==> src/rtl/fp_add_pkg.sv <==
// Shared types and widths for the sequential floating-point adder.
package fp_add_pkg;

  // Default operand format (IEEE-754 single precision layout).
  localparam int DEF_EXP_W  = 8;
  localparam int DEF_FRAC_W = 23;

  // Packed operand width and working mantissa width (carry + hidden + fraction).
  localparam int WORD_W = 1 + DEF_EXP_W + DEF_FRAC_W;
  localparam int MANT_W = DEF_FRAC_W + 2;

  // Controller states: capture, align the smaller operand, add, normalize, present.
  typedef enum logic [2:0] {
    IDLE  = 3'd0,
    ALIGN = 3'd1,
    ADD   = 3'd2,
    NORM  = 3'd3,
    DONE  = 3'd4
  } state_t;

  // Field view of a packed operand in the default format.
  typedef struct packed {
    logic                  sign;
    logic [DEF_EXP_W-1:0]  exp;
    logic [DEF_FRAC_W-1:0] frac;
  } fp_word_t;

endpackage

==> src/rtl/fp_add_exp_alu.sv <==
// Exponent comparator: reports which exponent is larger and their magnitude difference.
module fp_add_exp_alu #(
  parameter int EXP_W = 8
) (
  input  logic [EXP_W-1:0] ExpA,
  input  logic [EXP_W-1:0] ExpB,
  output logic             ExpSet,
  output logic [EXP_W-1:0] ExpDiff
);

  // ExpSet means A is the big operand (ties favour A); ExpDiff is always non-negative.
  always_comb begin
    ExpSet  = 1'b0;
    ExpDiff = {EXP_W{1'b0}};
    if (ExpA >= ExpB) begin
      ExpSet  = 1'b1;
      ExpDiff = ExpA - ExpB;
    end else begin
      ExpSet  = 1'b0;
      ExpDiff = ExpB - ExpA;
    end
  end

endmodule

==> src/rtl/fp_add_seq.sv <==
// Multi-cycle floating-point adder: one-bit-per-cycle alignment and normalization,
// valid/ready handshakes on both sides, no denormal/Inf/NaN support.
module fp_add_seq
  import fp_add_pkg::*;
#(
  parameter int EXP_W  = 8,
  parameter int FRAC_W = 23
) (
  input  logic                      Clock,
  input  logic                      ResetN,
  input  logic                      InValid,
  output logic                      InReady,
  input  logic [EXP_W+FRAC_W:0]     OpA,
  input  logic [EXP_W+FRAC_W:0]     OpB,
  output logic                      OutValid,
  input  logic                      OutReady,
  output logic [EXP_W+FRAC_W:0]     Result,
  output logic                      Overflow
);

  localparam int OP_W  = 1 + EXP_W + FRAC_W;
  localparam int SUM_W = FRAC_W + 2;
  localparam int SAT   = FRAC_W + 2;
  localparam int CNT_W = $clog2(SAT + 1);

  localparam logic [EXP_W-1:0] EXP_ZERO = {EXP_W{1'b0}};
  localparam logic [EXP_W-1:0] EXP_ONES = {EXP_W{1'b1}};
  localparam logic [EXP_W-1:0] EXP_ONE  = {{(EXP_W-1){1'b0}}, 1'b1};
  localparam logic [CNT_W-1:0] CNT_ONE  = {{(CNT_W-1){1'b0}}, 1'b1};
  localparam logic [CNT_W-1:0] CNT_ZERO = {CNT_W{1'b0}};
  localparam logic [SUM_W-1:0] MANT_ZERO = {SUM_W{1'b0}};

  // Registered state
  state_t           state_r,      state_s;
  logic             big_sign_r,   big_sign_s;
  logic             small_sign_r, small_sign_s;
  logic [EXP_W-1:0] exp_r,        exp_s;
  logic [SUM_W-1:0] big_mant_r,   big_mant_s;
  logic [SUM_W-1:0] small_mant_r, small_mant_s;
  logic [CNT_W-1:0] shift_cnt_r,  shift_cnt_s;
  logic [OP_W-1:0]  result_r,     result_s;
  logic             overflow_r,   overflow_s;

  // Operand decode
  logic [EXP_W-1:0]  exp_a_s, exp_b_s;
  logic [SUM_W-1:0]  mant_a_s, mant_b_s;
  logic              a_big_s;
  logic [EXP_W-1:0]  exp_diff_s;
  logic [31:0]       diff_wide_s;
  logic [CNT_W-1:0]  shift_init_s;
  logic [EXP_W-1:0]  exp_inc_s, exp_dec_s;

  assign exp_a_s  = OpA[OP_W-2 -: EXP_W];
  assign exp_b_s  = OpB[OP_W-2 -: EXP_W];
  // A zero exponent encodes zero: the whole mantissa, hidden bit included, is cleared.
  assign mant_a_s = (exp_a_s == EXP_ZERO) ? MANT_ZERO : {2'b01, OpA[FRAC_W-1:0]};
  assign mant_b_s = (exp_b_s == EXP_ZERO) ? MANT_ZERO : {2'b01, OpB[FRAC_W-1:0]};

  fp_add_exp_alu #(.EXP_W(EXP_W)) exp_alu (
    .ExpA   (exp_a_s),
    .ExpB   (exp_b_s),
    .ExpSet (a_big_s),
    .ExpDiff(exp_diff_s)
  );

  // Shifting past the full mantissa width only wastes cycles, so the count saturates.
  assign diff_wide_s  = 32'(exp_diff_s);
  assign shift_init_s = (diff_wide_s > 32'(SAT)) ? CNT_W'(SAT) : CNT_W'(diff_wide_s);

  assign exp_inc_s = exp_r + EXP_ONE;
  assign exp_dec_s = exp_r - EXP_ONE;

  assign InReady  = (state_r == IDLE);
  assign OutValid = (state_r == DONE);
  assign Result   = result_r;
  assign Overflow = overflow_r;

  // Next-state and datapath update; every register holds unless its state acts on it.
  always_comb begin
    state_s      = state_r;
    big_sign_s   = big_sign_r;
    small_sign_s = small_sign_r;
    exp_s        = exp_r;
    big_mant_s   = big_mant_r;
    small_mant_s = small_mant_r;
    shift_cnt_s  = shift_cnt_r;
    result_s     = result_r;
    overflow_s   = overflow_r;
    case (state_r)
      IDLE: begin
        if (InValid) begin
          shift_cnt_s = shift_init_s;
          state_s     = ALIGN;
          if (a_big_s) begin
            big_sign_s   = OpA[OP_W-1];
            small_sign_s = OpB[OP_W-1];
            exp_s        = exp_a_s;
            big_mant_s   = mant_a_s;
            small_mant_s = mant_b_s;
          end else begin
            big_sign_s   = OpB[OP_W-1];
            small_sign_s = OpA[OP_W-1];
            exp_s        = exp_b_s;
            big_mant_s   = mant_b_s;
            small_mant_s = mant_a_s;
          end
        end else begin
          state_s = IDLE;
        end
      end
      ALIGN: begin
        if (shift_cnt_r == CNT_ZERO) begin
          state_s = ADD;
        end else begin
          small_mant_s = {1'b0, small_mant_r[SUM_W-1:1]};
          shift_cnt_s  = shift_cnt_r - CNT_ONE;
        end
      end
      ADD: begin
        state_s = NORM;
        if (big_sign_r == small_sign_r) begin
          big_mant_s = big_mant_r + small_mant_r;
        end else if (big_mant_r >= small_mant_r) begin
          big_mant_s = big_mant_r - small_mant_r;
        end else begin
          big_mant_s = small_mant_r - big_mant_r;
          big_sign_s = small_sign_r;
        end
      end
      NORM: begin
        if (big_mant_r[SUM_W-1]) begin
          state_s = DONE;
          if (exp_inc_s == EXP_ONES) begin
            result_s   = {big_sign_r, EXP_ONES, {FRAC_W{1'b0}}};
            overflow_s = 1'b1;
          end else begin
            result_s   = {big_sign_r, exp_inc_s, big_mant_r[FRAC_W:1]};
            overflow_s = 1'b0;
          end
        end else if (big_mant_r == MANT_ZERO) begin
          state_s    = DONE;
          result_s   = {OP_W{1'b0}};
          overflow_s = 1'b0;
        end else if (!big_mant_r[FRAC_W]) begin
          big_mant_s = {big_mant_r[SUM_W-2:0], 1'b0};
          exp_s      = exp_dec_s;
          if (exp_dec_s == EXP_ZERO) begin
            state_s    = DONE;
            result_s   = {OP_W{1'b0}};
            overflow_s = 1'b0;
          end else begin
            state_s = NORM;
          end
        end else begin
          state_s    = DONE;
          result_s   = {big_sign_r, exp_r, big_mant_r[FRAC_W-1:0]};
          overflow_s = 1'b0;
        end
      end
      DONE: begin
        if (OutReady) begin
          state_s = IDLE;
        end else begin
          state_s = DONE;
        end
      end
      default: begin
        state_s = IDLE;
      end
    endcase
  end

  // State register with asynchronous clear of every register.
  always_ff @(posedge Clock or negedge ResetN) begin
    if (!ResetN) begin
      state_r      <= IDLE;
      big_sign_r   <= 1'b0;
      small_sign_r <= 1'b0;
      exp_r        <= EXP_ZERO;
      big_mant_r   <= MANT_ZERO;
      small_mant_r <= MANT_ZERO;
      shift_cnt_r  <= CNT_ZERO;
      result_r     <= {OP_W{1'b0}};
      overflow_r   <= 1'b0;
    end else begin
      state_r      <= state_s;
      big_sign_r   <= big_sign_s;
      small_sign_r <= small_sign_s;
      exp_r        <= exp_s;
      big_mant_r   <= big_mant_s;
      small_mant_r <= small_mant_s;
      shift_cnt_r  <= shift_cnt_s;
      result_r     <= result_s;
      overflow_r   <= overflow_s;
    end
  end

endmodule

==> config.mk <==
export PLATFORM = sky130hd
export DESIGN_NAME = fp_add_seq
export DESIGN_NICKNAME = d
export VERILOG_FILES = /design/src/rtl/fp_add_pkg.sv /design/src/rtl/fp_add_exp_alu.sv /design/src/rtl/fp_add_seq.sv
export SDC_FILE = /design/constraint.sdc
export NUM_CORES = 1
export LEC_CHECK = 0
export CORE_ASPECT_RATIO = 0.6
export CORE_UTILIZATION = 55
export DETAILED_ROUTE_END_ITERATION = 10
export GPL_TIMING_DRIVEN = 0
export PLACE_DENSITY = 0.77
export REMOVE_ABC_BUFFERS = 1
export SETUP_SLACK_MARGIN = 0.02
export SLEW_MARGIN = 40
export SYNTH_ARGS = -nofsm -noshare
export SYNTH_HDL_FRONTEND = slang
export SYNTH_SLANG_ARGS = --single-unit
==> constraint.sdc <==
create_clock -name Clock -period 4.1 [get_ports Clock]
set_input_delay 0.41 -clock Clock [delete_from_list [all_inputs] [get_ports Clock]]
set_output_delay 0.41 -clock Clock [all_outputs]
set_load 0.005 [all_outputs]
==> results_dict.tcl <==
set metrics [dict create \
    status "complete, no violations" \
    wl_per_cell_microns 20.3 \
    tns_ns 0 \
    dp.cells 1657 \
    clockBufferDepth 2 \
    p_int_mw 5.30 \
    required_ns 4.33 \
    setup_viol 0 \
    crit_chain "inv_1 > ha_1 > nand4_1 > nor3_1 > a31oi_1 > o21ai_2 > nor2_4 > buf_16 > or3b_1 > a22oi_1 > o311ai_2 > xnor2_1 > o21ai_1" \
    tightest_slew_ns 0.884 \
    drv_slew 0 \
    synth_top_area_share_pct 24.3 \
    crit_buf_inv 2 \
    yosysTopAreaCell "dfrtp_1" \
    synth_seq_area_share_pct 24.3 \
    rsz0062_at_grt "no" \
    grt_pass1_wl_mm 53.4 \
    max_freq_mhz 254 \
    synthSimpleGateAreaFrac_pct 21.6 \
    power_mw 11.5 \
    fin_cells 1676 \
    period_minus_slack_ns 3.94 \
    cpLargestDelayFamily "simple AND/OR/NAND/NOR gates" \
    synth-xor-area-share_pct 3.49 \
    n_fill_cell 1655 \
    antenna_cells 0 \
    area_growth_pct 16.2 \
    path_max_fanout 23 \
    post-route-drc-count 0 \
    seq_power_share_pct 19.3 \
    dr.pass1.iters 5 \
    grtUsageTotal_pct 36.0 \
    die_h_microns 108 \
    yosysWarnings 0 \
    cts_tree "built" \
    synthMuxAreaShare_pct 1.59 \
    die_w_microns 179 \
    synthDistinctLibCells 80 \
    ys_seq_elements 100 \
    rows 38 \
    place_ws_ns -0.0415 \
    synth_area_leaders "dfrtp_1 (24%), ha_1 (11%), o21ai_0 (7.3%), nand2_1 (5.7%), a21oi_1 (5.7%)" \
    numCtsBuffers 9 \
    max_slew_margin_pct 41.1 \
    clock_sinks 100 \
    start_kind "flip-flop" \
    synthFlopType "dfrtp_1" \
    skew_ns 0.0152 \
    arrival_ns 4.16 \
    pwr-share-clk_pct 8.3 \
    synth-async-reset-ratio_pct 100 \
    cap_violations 0 \
    vias 10700 \
    power.density_mw_per_mm2 966 \
    synth.cell_area_sq_mm 0.0103 \
    p_leak_nw 5.07 \
    dp_hpwl_mm 25.6 \
    overflow 0 \
    fin_ws_ns 0.161 \
    antenna_left 0 \
    synth_top_family_by_area "compound AO/OA/AOI/OAI gates" \
    switching_power_mw 6.25 \
    synth_fa_ha_area_share_pct 12.3 \
    drive_gt1_share_pct 6.06 \
    gp_congestion 0.982 \
    design.core.area_sq_mm 0.0182 \
    clk_transition_reported_paths_ns 0.08 \
    swShare_pct 54.1 \
    fin_util_pct 65.7 \
    avgViaCountPerCell 6.37 \
    hold_class "reg2reg" \
    synth_cells 1396 \
    root_buffer "clkbuf_16" \
    slowest_stage "ha_1" \
    drt_iter0_drc 1234 \
    htreeDepth 3 \
    critPathCaptureType "flip-flop" \
    synth_edf_count 0 \
    grt_pass1_vias 9724 \
    path_class "reg2reg" \
    synth_compound_area_share_pct 28.7 \
    p_comb_share_pct 72.4 \
    grt_max_degree 54 \
    ios 103 \
    ir_drop_uv 365 \
    hold_viol 0 \
    min_period_over_period_pct 96.1 \
    clk_latency_ns 0.37 \
    initial_core_util_pct 56.5 \
    antenna_found_initial 0 \
    wl_mm 34.0 \
    layout.nets 1599 \
    avgSynthCellArea_sq_um 7.37 \
    portBuffers 102 \
    die-area_sq_mm 0.0193 \
    critPathMaxStageDelay_ns 0.59 \
]
-- per-layer routing --
metal | wire length (microns) | share of wire (%) | global-route usage, %
met1 | 16300 | 48 | 55.0
met2 | 13300 | 39 | 49.2
met3 | 4150 | 12 | 11.6
met4 | 318 | 0.93 | 5.75
met5 | 0 | 0 | 0
-- metrics by stage --
step | area (sq um) | hold slack, ns
floorplan | 9840 | 0.114
CTS | 11900 | 0.484
global placement | 11200 | 0.461
detailed placement | 11600 | 0.335
finish | 12000 | 0.482
global route | 12000 | 0.498
-- flip-flops by register name, summed over array words and instances (netlist names) --
register,cells
Overflow,1
Result,32
big_mant_r,25
big_sign_r,1
exp_r,8
shift_cnt_r,5
small_mant_r,24
small_sign_r,1
state_r,3
-- placed cells by master (no fill, tap or decap), types with 11 or more instances in the layout --
cell type / count
a211oi_1: 13
a21oi_1: 117
a221oi_1: 13
a22oi_1: 27
clkdlybuf4s50_1: 101
dfrtp_1: 100
ha_1: 93
inv_1: 100
nand2_1: 153
nand3_1: 108
nor2_1: 84
nor2b_1: 14
nor3_1: 29
nor4_1: 16
o211ai_1: 20
o21a_1: 11
o21ai_0: 151
o21ai_1: 18
o21bai_1: 13
o22ai_1: 16
xnor2_1: 26
xor2_1: 13
-- cells in the mapped netlist, drive strengths merged, types with 18 or more instances --
| master | number |
|---|---|
| o21ai | 173 |
| nand2 | 160 |
| a21oi | 119 |
| nand3 | 108 |
| dfrtp | 100 |
| inv | 100 |
| ha | 93 |
| nor2 | 88 |
| clkbuf | 62 |
| buf | 38 |
| nor3 | 31 |
| a22oi | 27 |
| xnor2 | 27 |
| o211ai | 21 |
| nor4 | 18 |
-- path summary, 6_finish.rpt --
kind | startpoint | to | slack (ns) | depth (start not counted)
min in group asynchronous | ResetN | Result[27]$_DFFE_PN0P_ | 0.54 | 2
worst max register to register | big_mant_r[11]$_DFFE_PN0P_ | big_mant_r[19]$_DFFE_PN0P_ | 0.16 | 13
worst max-delay path | big_mant_r[11]$_DFFE_PN0P_ | big_mant_r[19]$_DFFE_PN0P_ | 0.16 | 13
worst min-delay path | Result[13]$_DFFE_PN0P_ | Result[13]$_DFFE_PN0P_ | 0.48 | 2
max in group asynchronous | ResetN | big_mant_r[14]$_DFFE_PN0P_ | 2.95 | 3
worst min register to register | Result[13]$_DFFE_PN0P_ | Result[13]$_DFFE_PN0P_ | 0.48 | 2
-- logic make-up after synthesis --
kind of cell,Yosys count
XOR/XNOR,41
adder cells (fa/ha/maj),98
multiplexers,15
AO/OA/AOI/OAI,473
AND/OR/NAND/NOR,468
buffers and inverters,201
flip-flops,100
-- worst register-to-register path, cell delays in order (launching register included) --
cell      delay (ns)
dfrtp_1         0.51
inv_1           0.08
ha_1            0.59
nand4_1         0.36
nor3_1          0.37
a31oi_1         0.17
o21ai_2         0.14
nor2_4          0.10
buf_16          0.18
or3b_1          0.35
a22oi_1         0.47
o311ai_2        0.17
xnor2_1         0.22
o21ai_1         0.08
-- what timing repair did --
item,in CTS,in global routing
hold buffers,1,0
buffers inserted,0,4
gates resized for setup,0,0
endpoints found under the setup margin,0,3
endpoints found under the hold margin,47,0
-- power by group through the flow --
| stage | sequential (mW) | clock, mW | combinational, mW |
|---|---|---|---|
| floorplan | 1.93 | 0 | 5.66 |
| global placement | 2.17 | 0 | 7.66 |
| detailed placement | 2.21 | 0 | 8.02 |
| CTS | 2.20 | 0.956 | 8.09 |
| global route | 2.29 | 0.992 | 9.12 |
| finish | 2.23 | 0.953 | 8.36 |
-- layout make-up --
class	instances	area, sq um	area share (%)
inverters	101	379	3.17
well taps	240	300	2.51
repair buffers	126	1370	11.4
multi-input cells	1095	7100	59.4
flip-flops and latches	100	2500	20.9
clock buffers	9	225	1.88
clock inverters	5	86.3	0.722
Note: power is estimated with default switching activity, not from simulation.
